`src/rtl/mult32_seq_ctrl.sv`:
```
// Sequential shift-add multiplier: one multiplier bit per clock, WIDTH-edge fixed latency.
// Optional macro MULT_SEQ_ABORT_EN adds an abort input that cancels an operation in CALC.
module mult32_seq_ctrl #(
  parameter int WIDTH = 32
) (
  input  logic               clk,
  input  logic               rst_n,
  input  logic               start,
`ifdef MULT_SEQ_ABORT_EN
  input  logic               abort,
`endif
  input  logic [WIDTH-1:0]   a,
  input  logic [WIDTH-1:0]   b,
  output logic               busy,
  output logic               done,
  output logic [2*WIDTH-1:0] product
);

  localparam int CW = (WIDTH > 1) ? $clog2(WIDTH) : 1;
  localparam logic [CW-1:0] LAST_CNT = CW'(WIDTH - 1);

  typedef enum logic {IDLE = 1'b0, CALC = 1'b1} state_t;

  state_t             state_q;
  logic [WIDTH-1:0]   mcand_q;
  logic [2*WIDTH-1:0] acc_q;
  logic [CW-1:0]      cnt_q;
  logic               busy_q;
  logic               done_q;
  logic [2*WIDTH-1:0] product_q;

  logic [WIDTH:0]     sum_d;
  logic [2*WIDTH-1:0] acc_d;
  logic               abort_s;

`ifdef MULT_SEQ_ABORT_EN
  assign abort_s = abort;
`else
  assign abort_s = 1'b0;
`endif

  // One iteration: conditional add into the upper half, then shift {carry, acc} right.
  always_comb begin
    sum_d = {1'b0, acc_q[2*WIDTH-1:WIDTH]};
    acc_d = acc_q;
    if (acc_q[0]) begin
      sum_d = {1'b0, acc_q[2*WIDTH-1:WIDTH]} + {1'b0, mcand_q};
    end else begin
      sum_d = {1'b0, acc_q[2*WIDTH-1:WIDTH]};
    end
    acc_d = {sum_d, acc_q[WIDTH-1:1]};
  end

  // Control FSM with registered busy/done/product.
  always_ff @(posedge clk or negedge rst_n) begin
    if (!rst_n) begin
      state_q   <= IDLE;
      mcand_q   <= {WIDTH{1'b0}};
      acc_q     <= {(2*WIDTH){1'b0}};
      cnt_q     <= {CW{1'b0}};
      busy_q    <= 1'b0;
      done_q    <= 1'b0;
      product_q <= {(2*WIDTH){1'b0}};
    end else begin
      done_q <= 1'b0;
      case (state_q)
        IDLE: begin
          if (start) begin
            mcand_q <= a;
            acc_q   <= {{WIDTH{1'b0}}, b};
            cnt_q   <= {CW{1'b0}};
            busy_q  <= 1'b1;
            state_q <= CALC;
          end else begin
            busy_q  <= 1'b0;
          end
        end
        CALC: begin
          if (abort_s) begin
            busy_q  <= 1'b0;
            state_q <= IDLE;
          end else begin
            acc_q <= acc_d;
            cnt_q <= cnt_q + {{(CW-1){1'b0}}, 1'b1};
            // Completion wins over a start sampled this edge: start while busy is ignored.
            if (cnt_q == LAST_CNT) begin
              product_q <= acc_d;
              done_q    <= 1'b1;
              busy_q    <= 1'b0;
              state_q   <= IDLE;
            end else begin
              busy_q    <= 1'b1;
            end
          end
        end
        default: begin
          busy_q  <= 1'b0;
          state_q <= IDLE;
        end
      endcase
    end
  end

  assign busy    = busy_q;
  assign done    = done_q;
  assign product = product_q;

endmodule

```
`config.mk`:
```
export PLATFORM = sky130hd
export DESIGN_NAME = mult32_seq_ctrl
export DESIGN_NICKNAME = d
export VERILOG_FILES = /design/src/rtl/mult32_seq_ctrl.sv
export SDC_FILE = /design/constraint.sdc
export NUM_CORES = 1
export LEC_CHECK = 0
export CAP_MARGIN = 30
export CORE_ASPECT_RATIO = 1.75
export CORE_MARGIN = 2
export CORE_UTILIZATION = 48
export CTS_BUF_LIST = sky130_fd_sc_hd__clkbuf_16
export DETAILED_ROUTE_END_ITERATION = 8
export PLACE_DENSITY = 0.83
export SKIP_CTS_REPAIR_TIMING = 1
export SYNTH_ARGS = -nofsm -noshare
export SYNTH_HDL_FRONTEND = slang
export SYNTH_SLANG_ARGS = --single-unit
```
`constraint.sdc`:
```
create_clock -name clk -period 4.9 [get_ports clk]
set_input_delay 0.98 -clock clk [delete_from_list [all_inputs] [get_ports clk]]
set_output_delay 0.98 -clock clk [all_outputs]
set_load 0.02 [all_outputs]
```
======== Yosys cells after proc, flatten, opt, wreduce, memory -nomap -nowiden ========
Cells that the tools add are included.
storage, ports and cells
  register bits after elaboration ......... 167
  bits in latches ......................... 0
  bits in writable memories ............... 0
  ROM bits ................................ 0
  output and inout port bits .............. 66
  memories kept ........................... 0
cells by class
  add/sub/neg operators ................... 2
  multiply operators ...................... 0
  divide/modulo/power cells ............... 0
  order comparisons ....................... 0
  equality and inequality tests ........... 2
  shifts and indexed selects .............. 0
  mux-type cells .......................... 10
  bitwise gates (word level) .............. 1
  reductions and logical operators ........ 2
operators with widths
  kind                                                            number
  64-bit one-hot mux with 2 select lines                          1
  64-bit two-way mux                                              1
  32-bit by 32-bit adder with 33-bit output                       1
  33-bit two-way mux                                              1
  5-bit one-hot mux with 2 select lines                           1
  5-bit by 1-bit adder with 5-bit output (second input constant)  1
  5-bit == test (second input constant)                           1
  5-bit two-way mux                                               1
  1-bit two-way mux                                               4
  2-bit AND reduction                                             2
  2-bit inequality test (second input constant)                   1
  1-bit one-hot mux with 2 select lines                           1
  1-bit inverter                                                  1

======== Logic depth before layout (Yosys ltp) ========
Gate-level depths: netlist (run 1).
  depth after elaboration ................. 3
  mapped depth ............................ 10

======== Worst setup path before layout (run 1) ========
No wires, ideal clock.
  path kind ............................... reg2reg
  start ................................... reg mcand_q[17]
  end ..................................... reg product_q[63], in the netlist product[63]
  setup time .............................. 125 ps
  arrival time ............................ 2,446 ps
  data required time ...................... 4,775 ps
  path slack .............................. 2,329 ps
  stages on the path, launching flop included .. 11
  path buffers ............................ 1
  clock period less this slack ............ 2,571 ps
  path through ............................ dfrtp_1 -> ha_1 -> buf_2 -> a21oi_1 -> o21ai_1 -> a221o_1 -> a221o_1 -> o21ai_2 -> a21oi_1 -> o2bb2ai_1 -> mux2_2
between the ends
  word-level cells in the longest chain between the ends .. 2
RTL lines
  what                                       RTL line  RTL
  from (decl)                                25        logic [WIDTH-1:0] mcand_q;
  from (signal assigned)                     58        mcand_q <= {WIDTH{1'b0}};
  32-bit by 32-bit adder with 33-bit output  47        sum_d = {1'b0, acc_q[2*WIDTH-1:WIDTH]} + {1'b0, mcand_q};
  33-bit two-way mux                         46        if (acc_q[0]) begin
  to (signal assigned)                       63        product_q <= {(2*WIDTH){1'b0}};
  to (decl)                                  30        logic [2*WIDTH-1:0] product_q;
Every way passes these cells.
A chain may end at the register's enable or synchronous reset.

======== Worst setup path in the final report (run 1) ========
  start ................................... reg acc_q[32]
  end ..................................... reg product_q[63], in the netlist product[63]
between the ends
  word-level cells in the longest chain between the ends .. 2
RTL lines
  what                                       RTL line  RTL
  from (decl)                                26        logic [2*WIDTH-1:0] acc_q;
  from (signal assigned)                     59        acc_q <= {(2*WIDTH){1'b0}};
  from (signal assigned)                     70        acc_q <= {{WIDTH{1'b0}}, b};
  32-bit by 32-bit adder with 33-bit output  47
  33-bit two-way mux                         46
Every way passes these cells.

==> results by group, run 1 <==
Power and ir drop
  • Power Dens Cells: 774.3 nW/um^2
  • Leakage power of the design: 4.971 nW
  • Total Power Consumption: 8.306 mW
  • Worst vdd rail ir drop: 0.0003164 V

Layout
  • Non-Filler Cell Area, Final: 10730 um^2
  • Area growth from synthesis to layout: 23.46%
  • Fraction of layout instances using a drive strength above 1: 9.674%
  • Top library cells by usage in the layout, fill and taps aside: sky130_fd_sc_hd__nand2_1, sky130_fd_sc_hd__dfrtp_1, sky130_fd_sc_hd__clkdlybuf4s50_1
  • Leading cell type in the layout, fill and taps excluded: sky130_fd_sc_hd__nand2_1
  • Number of diodes: 0
  • Number of nets in the final layout: 1102
  • Final std cells w/o fill: 1247

Hold path
  • Worst min-delay path class: register to register
  • Worst Min Path Start: product[38]$_DFFE_PN0P_
  • Min-Delay Endpoint: product[38]$_DFFE_PN0P_
  • Hold Path Depth: 2

Synthesis
  • Fraction of the yosys area taken by sequential cells: 48.10%
  • Synth unique cells: 63
  • Cells taking the most area after synthesis: sky130_fd_sc_hd__dfrtp_1, sky130_fd_sc_hd__nand2_1, sky130_fd_sc_hd__mux2i_1
  • Number of storage elements in the synthesis netlist: 167
  • Main synth FF type: sky130_fd_sc_hd__dfrtp_1
  • Area share of the largest cell type after synthesis: 48.10%
  • Netlist area before placement: 8688 um^2
  • Count of synthesis-stage warnings from yosys: 0
  • Mean instance size in the synthesized netlist: 9.751 um^2
  • Post-synthesis cell count: 891
  • Async S/R FF share, synth: 100.0%
  • Top cell type by total area after synthesis: sky130_fd_sc_hd__dfrtp_1
  • Mapped Nets: 993
  • Post-synth EDFFs: 0

Placed design
  • Area of placed instances: 10180 um^2
  • Post-placement cell count: 1215
  • Port Buffer Count: 132
  • Post-detail-place hpwl: 15270 um
  • RD Place Congestion: 0.9044

STA
  • RSZ-0062 raised after global routing: false
  • Clock Skews: 9.098 ps
  • Max-slew violation count: 0
  • Actual slew at the worst max-slew pin: 994.6 ps
  • Post-layout minimum cycle time: 3032 ps
  • Highest achievable clock rate: 329.8 MHz
  • Fraction of the cycle the final worst path needs: 61.88%
  • Setup Total Neg Slack: 0 ps
  • Final count of negative-setup-slack endpoints: 0
  • Hold violation total from the final report: 0
  • Headroom to the max-slew limit: 33.62%

Clocking
  • Clock tree from TritonCTS: yes
  • Maximum level of the CTS H-tree: 4
  • Largest buffer count on any clock path: 2
  • Root buffer selected by CTS: sky130_fd_sc_hd__clkbuf_16
  • Clock buffers created by TritonCTS: 17
  • Clock slew at reported path FFs: 60 ps
  • Number of sinks driven by the clock tree: 167
  • Insertion delay of the later-clocked pin in the worst-skew pair: 430 ps

Global route
  • Initial antenna violation count: 0
  • Vias in the first global route: 7327
  • Residual overflow from global routing: 0
  • Total global routing track utilization: 23.57%
  • Wire length of the first global-routing pass: 35930 um
  • Pin count of the biggest net entering global routing: 99

Detailed routing
  • Routed length per placed instance: 17.41 um
  • Final wirelength: 21710 um
  • Antenna-violating nets left: 0
  • 1st-iter DRT viols: 330
  • Detailed-route via count: 7008
  • DRC violation count after routing: 0
  • Total iterations of the first detailed-routing run: 7
  • Via-to-Cell Ratio: 5.620

Setup path
  • Data required time at the worst endpoint: 5220 ps
  • Cell chain of the critical path: ha_1, fa_1, a21oi_1, o211ai_2, a21oi_1, a2111oi_2, o21ai_2, a21oi_1, o2bb2ai_1, mux2_2
  • Cell count of the worst reg-to-reg path: 10
  • Critical Path Source Type: register
  • Minimum setup slack among reg-to-reg paths: 1870 ps
  • CP endpoint kind: register
  • CP most frequent cell: sky130_fd_sc_hd__a21oi_1
  • Slowest cell on the critical path: sky130_fd_sc_hd__fa_1
  • Slowest cell delay on critical path: 410 ps
  • Arrival @ worst endpoint: 3350 ps
  • CP bufs+invs: 0
  • Largest driver fanout on the critical path: 5
  • Worst setup path class: register to register
  • Top delay family on crit path: compound AO/OA/AOI/OAI gates
  • Origin of the critical flop-to-flop path: acc_q[32]$_DFFE_PN0P_
  • Terminus of the critical flop-to-flop path: product[63]$_DFFE_PN0P_

Status
  • Status: finished, final reports clean

Floorplan
  • IO Pins: 133
  • Overall die width: 105.7 um
  • DIE AREA: 19230 um^2
  • Vertical die dimension: 182.0 um
  • Starting utilization of the core area: 48.56%
  • CORE AREA: 17890 um^2
  • Number of core rows: 65

Run
  • Number of max-cap violations: 0
-- through the flow --
stage                     hold WS, ps  setup slack, ps  util, %
after floorplan                 453.4             2329        -
after global placement          456.8             1989    56.87
after detailed placement        468.0             1927    56.87
after CTS                       484.1             1893    59.95
after global routing            501.8             1717    59.95
final                           479.2             1868    59.95
-- worst register-to-register path: stages (launching register included) --
cell	delay (ps)
sky130_fd_sc_hd__dfrtp_1	400
sky130_fd_sc_hd__ha_1	220
sky130_fd_sc_hd__fa_1	410
sky130_fd_sc_hd__a21oi_1	320
sky130_fd_sc_hd__o211ai_2	130
sky130_fd_sc_hd__a21oi_1	320
sky130_fd_sc_hd__a2111oi_2	140
sky130_fd_sc_hd__o21ai_2	290
sky130_fd_sc_hd__a21oi_1	220
sky130_fd_sc_hd__o2bb2ai_1	180
sky130_fd_sc_hd__mux2_2	290
-- flip-flops by register name (all words and copies together), names as in the netlist --
register / flops
acc_q: 64
busy: 1
cnt_q: 5
done: 1
mcand_q: 32
product: 64
-- worst max path at each step --
| stage | start | endpoint | slack, ps | cells past startpoint |
|---|---|---|---|---|
| CTS | busy$_DFF_PN0_ | busy | 1890 | 1 |
| global route | acc_q[32]$_DFFE_PN0P_ | product[63]$_DFFE_PN0P_ | 1720 | 10 |
| finish | acc_q[32]$_DFFE_PN0P_ | product[63]$_DFFE_PN0P_ | 1870 | 10 |
| global placement | acc_q[32]$_DFFE_PN0P_ | product[63]$_DFFE_PN0P_ | 1990 | 10 |
| floorplan | mcand_q[17]$_DFFE_PN0P_ | product[63]$_DFFE_PN0P_ | 2330 | 10 |
| detailed placement | acc_q[32]$_DFFE_PN0P_ | product[63]$_DFFE_PN0P_ | 1930 | 10 |
-- power by group --
group / internal [mW] / switching (mW)
clock network: 0.699 / 0.572
logic: 1.99 / 2.50
registers: 2.04 / 0.502
total: 4.73 / 3.58
-- logic make-up (layout without fill, tap and decap cells) --
family | count (synthesis) | after routing | share of synthesized area [%]
and+or+nand+nor | 298 | 298 | 14.46
AOI/OAI and AO/OA | 206 | 206 | 15.52
DFF | 167 | 167 | 48.10
muxes | 94 | 94 | 11.36
buffers and inverters | 66 | 188 | 2.909
adders and majority gates | 35 | 35 | 5.127
xor gates and xnor gates | 25 | 25 | 2.520
-- layer usage --
| layer | share of wire [%] | vias up | GRT usage [%] | wire, um |
|---|---|---|---|---|
| li1 | - | 3352 | - | - |
| met1 | 37 | 3387 | 26.03 | 8082 |
| met2 | 54 | 219 | 42.71 | 11720 |
| met3 | 5.2 | 50 | 4.774 | 1120 |
| met4 | 3.6 | 0 | 11.26 | 781 |
| met5 | 0 | - | 0 | 0 |
-- area by class of cell --
cell class | count | area, um^2
timing repair buffer | 141 | 1385
inverter | 15 | 56.30
clock buffer | 17 | 425.4
sequential | 167 | 4180
tap | 234 | 292.8
clock inverter | 15 | 125.1
multi-input combinational | 658 | 4262
fill | 1519 | 7166
-- synthesized netlist by cell type, types with 6 or more instances --
| master | n |
|---|---|
| sky130_fd_sc_hd__and3_1 | 12 |
| sky130_fd_sc_hd__inv_1 | 15 |
| sky130_fd_sc_hd__o21bai_1 | 7 |
| sky130_fd_sc_hd__mux2i_1 | 57 |
| sky130_fd_sc_hd__ha_1 | 34 |
| sky130_fd_sc_hd__xnor2_1 | 18 |
| sky130_fd_sc_hd__o21ai_1 | 22 |
| sky130_fd_sc_hd__nand3_1 | 16 |
| sky130_fd_sc_hd__a221o_1 | 6 |
| sky130_fd_sc_hd__nand4_1 | 6 |
| sky130_fd_sc_hd__buf_1 | 8 |
| sky130_fd_sc_hd__a21o_1 | 17 |
| sky130_fd_sc_hd__xor2_1 | 7 |
| sky130_fd_sc_hd__clkbuf_1 | 39 |
| sky130_fd_sc_hd__nand2_1 | 201 |
| sky130_fd_sc_hd__o21ai_0 | 55 |
| sky130_fd_sc_hd__mux2_2 | 37 |
| sky130_fd_sc_hd__a31o_2 | 8 |
| sky130_fd_sc_hd__nor2_1 | 37 |
| sky130_fd_sc_hd__a21oi_1 | 40 |
| sky130_fd_sc_hd__dfrtp_1 | 167 |
| sky130_fd_sc_hd__o22ai_1 | 12 |
| sky130_fd_sc_hd__nor3_1 | 7 |
(Power assumes the default switching activity.)
==> inputs of run 2 (changes only) <==
Settings changed: PLACE_DENSITY 0.83 to 0.86.
Clock period 4.9 ns to 2.52 ns, I/O delays scaled along.
==> run 2 against run 1 <==
  * The run now ends with negative hold slack, negative setup slack left
  * Sequential cell count unchanged
  * Non-clock buffer count rose by 96
  * Critical path depth is 1 lower
  * Largest power group unchanged
==> results by group, run 2 (same netlist as run 1, synthesis figures left out) <==
Clocking
  • Clock slew at reported path FFs: 70 ps (was 60 ps)
  • Number of sinks driven by the clock tree: 167 (unchanged)
  • Insertion delay of the later-clocked pin in the worst-skew pair: 440 ps (was 430 ps)
  • Maximum level of the CTS H-tree: 4 (unchanged)
  • Root buffer selected by CTS: sky130_fd_sc_hd__clkbuf_16 (unchanged)
  • Largest buffer count on any clock path: 2 (unchanged)
  • Clock tree from TritonCTS: yes (unchanged)
  • Clock buffers created by TritonCTS: 17 (unchanged)

Setup path
  • Minimum setup slack among reg-to-reg paths: -130 ps (was 1870 ps)
  • Cell chain of the critical path: ha_4, a21oi_2, o21ai_4, a311oi_2, a2111oi_4, o21ai_2, o31ai_4, mux2i_1, a311o_1 (was ha_1, fa_1, a21oi_1, o211ai_2, a21oi_1, a2111oi_2, o21ai_2, a21oi_1, o2bb2ai_1, mux2_2)
  • Origin of the critical flop-to-flop path: acc_q[40]$_DFFE_PN0P_ (was acc_q[32]$_DFFE_PN0P_)
  • Count of cell instances traversed by the critical path: 9 (was 10)
  • Slowest cell on the critical path: sky130_fd_sc_hd__a2111oi_4 (was sky130_fd_sc_hd__fa_1)
  • Worst setup path class: register to register (unchanged)
  • Data required time at the worst endpoint: 2830 ps (was 5220 ps)
  • Top delay family on crit path: compound AO/OA/AOI/OAI gates (unchanged)
  • CP bufs+invs: 0 (unchanged)
  • Critical Path Source Type: register (unchanged)
  • Slowest cell delay on critical path: 510 ps (was 410 ps)
  • Largest driver fanout on the critical path: 4 (was 5)
  • CP endpoint kind: register (unchanged)
  • Cell count of the worst reg-to-reg path: 9 (was 10)
  • Terminus of the critical flop-to-flop path: acc_q[62]$_DFFE_PN0P_ (was product[63]$_DFFE_PN0P_)
  • Arrival @ worst endpoint: 2970 ps (was 3350 ps)

Floorplan
  • Number of core rows: 65 (unchanged)
  • Starting utilization of the core area: 48.56% (unchanged)
  • IO Pins: 133 (unchanged)
  • Overall die width: 105.7 um (unchanged)
  • DIE AREA: 19230 um^2 (unchanged)
  • CORE AREA: 17890 um^2 (unchanged)
  • Vertical die dimension: 182.0 um (unchanged)

Detailed routing
  • Uppermost metal layer occupied by signal nets: met4 (unchanged)
  • Detailed-route via count: 7743 (was 7008)
  • Routed length on met3: 1408 um (was 1120 um)
  • Routed length per placed instance: 19.12 um (was 17.41 um)
  • 1st-iter DRT viols: 527 (was 330)
  • Total iterations of the first detailed-routing run: 5 (was 7)
  • Metal2 WL: 13550 um (was 11720 um)
  • Antenna-violating nets left: 0 (unchanged)
  • DRC violation count after routing: 0 (unchanged)
  • Met1 wire length: 9169 um (was 8082 um)
  • Via-to-Cell Ratio: 5.765 (was 5.620)
  • Final wirelength: 25680 um (was 21710 um)

Global route
  • Initial antenna violation count: 0 (unchanged)
  • Vias in the first global route: 7832 (was 7327)
  • Wire length of the first global-routing pass: 38040 um (was 35930 um)
  • Residual overflow from global routing: 0 (unchanged)
  • Total global routing track utilization: 25.12% (was 23.57%)
  • Pin count of the biggest net entering global routing: 56 (was 99)

Layout
  • Fraction of layout instances using a drive strength above 1: 22.36% (was 9.674%)
  • Top library cells by usage in the layout, fill and taps aside: sky130_fd_sc_hd__nand2_1, sky130_fd_sc_hd__dfrtp_1, sky130_fd_sc_hd__clkdlybuf4s50_1 (unchanged)
  • Filler Cell Count: 1337 (was 1519)
  • Number of diodes: 0 (unchanged)
  • Leading cell type in the layout, fill and taps excluded: sky130_fd_sc_hd__nand2_1 (unchanged)
  • Number of nets in the final layout: 1198 (was 1102)
  • Non-Filler Cell Area, Final: 12050 um^2 (was 10730 um^2)
  • Final standard cell utilization of the core: 67.32% (was 59.95%)
  • Area growth from synthesis to layout: 38.64% (was 23.46%)

STA
  • RSZ-0062 raised after global routing: true (was false)
  • Final-layout worst hold slack: -20.86 ps (was 479.2 ps)
  • Actual slew at the worst max-slew pin: 881.0 ps (was 994.6 ps)
  • Clock Skews: 33.20 ps (was 9.098 ps)
  • Highest achievable clock rate: 376.8 MHz (was 329.8 MHz)
  • Fraction of the cycle the final worst path needs: 105.3% (was 61.88%)
  • Worst path setup slack after routing: -133.8 ps (was 1868 ps)
  • Final count of negative-setup-slack endpoints: 17 (was 0)
  • Setup Total Neg Slack: -985.3 ps (was 0 ps)
  • Hold violation total from the final report: 17 (was 0)
  • Max-slew violation count: 0 (unchanged)
  • Headroom to the max-slew limit: 41.20% (was 33.62%)
  • Post-layout minimum cycle time: 2654 ps (was 3032 ps)

Power and ir drop
  • Worst vdd rail ir drop: 0.0007089 V (was 0.0003164 V)
  • Leakage power of the design: 5.515 nW (was 4.971 nW)
  • Power Dens Cells: 1640 nW/um^2 (was 774.3 nW/um^2)
  • Total Power Consumption: 19.75 mW (was 8.306 mW)

Placed design
  • Post-detail-place hpwl: 16770 um (was 15270 um)
  • Area of placed instances: 10790 um^2 (was 10180 um^2)
  • Worst slack at placement: -269.7 ps (was 1927 ps)
  • RD Place Congestion: 0.9068 (was 0.9044)
  • Port Buffer Count: 132 (unchanged)

Run
  • Number of max-cap violations: 0 (unchanged)

Status
  • Status: finished, violations left (was finished, final reports clean)
  • Failing checks: negative hold slack, negative setup slack

Hold path
  • Worst min-delay path class: primary input to async pin (was register to register)
## run 2: cell count changes in the layout (fill, tap and decap cells not counted), sizes merged
cell / previous run / this run
clkinvlp: 2 / 3
buf: 11 / 107
inv: 20 / 18
bufinv: 1 / 2
## run 2: metrics by stage
step / hold WS, ps / cells
after floorplan: 208.4 / 891
after global placement: 448.2 / 1293
after detailed placement: 457.0 / 1293
after CTS: -6.576 / 1325
after global routing: 6.305 / 1343
final: -20.86 / 1343
## run 2: worst max path at each step
stage	start	end	slack, ps
finish	acc_q[40]$_DFFE_PN0P_	acc_q[62]$_DFFE_PN0P_	-130
floorplan	mcand_q[17]$_DFFE_PN0P_	product[57]$_DFFE_PN0P_	5
global placement	mcand_q[0]$_DFFE_PN0P_	product[63]$_DFFE_PN0P_	-170
detailed placement	mcand_q[0]$_DFFE_PN0P_	product[63]$_DFFE_PN0P_	-270
CTS	mcand_q[0]$_DFFE_PN0P_	product[63]$_DFFE_PN0P_	-300
global route	acc_q[49]$_DFFE_PN0P_	acc_q[61]$_DFFE_PN0P_	-220
## run 2: per-layer routing
layer	track usage (%)	up-vias
met5	0	-
met4	16.05	0
met3	4.235	118
met2	45.37	356
met1	26.63	3740
li1	-	3529
## run 2: layout make-up
| type | instances | area [um^2] | share of cell area (%) |
|---|---|---|---|
| Timing Repair Buffer | 237 | 2166 | 17.98 |
| Clock inverter | 15 | 138.9 | 1.153 |
| Sequential cell | 167 | 4180 | 34.70 |
| Tap cell | 234 | 292.8 | 2.431 |
| Clock buffer | 17 | 425.4 | 3.532 |
| Multi-Input combinational cell | 658 | 4786 | 39.73 |
| Inverter | 15 | 56.30 | 0.4674 |
## run 2: power breakdown
| part | internal, mW | switching (mW) |
|---|---|---|
| Sequential | 3.96 | 1.06 |
| Combinational | 5.94 | 6.24 |
| Clock | 1.44 | 1.11 |
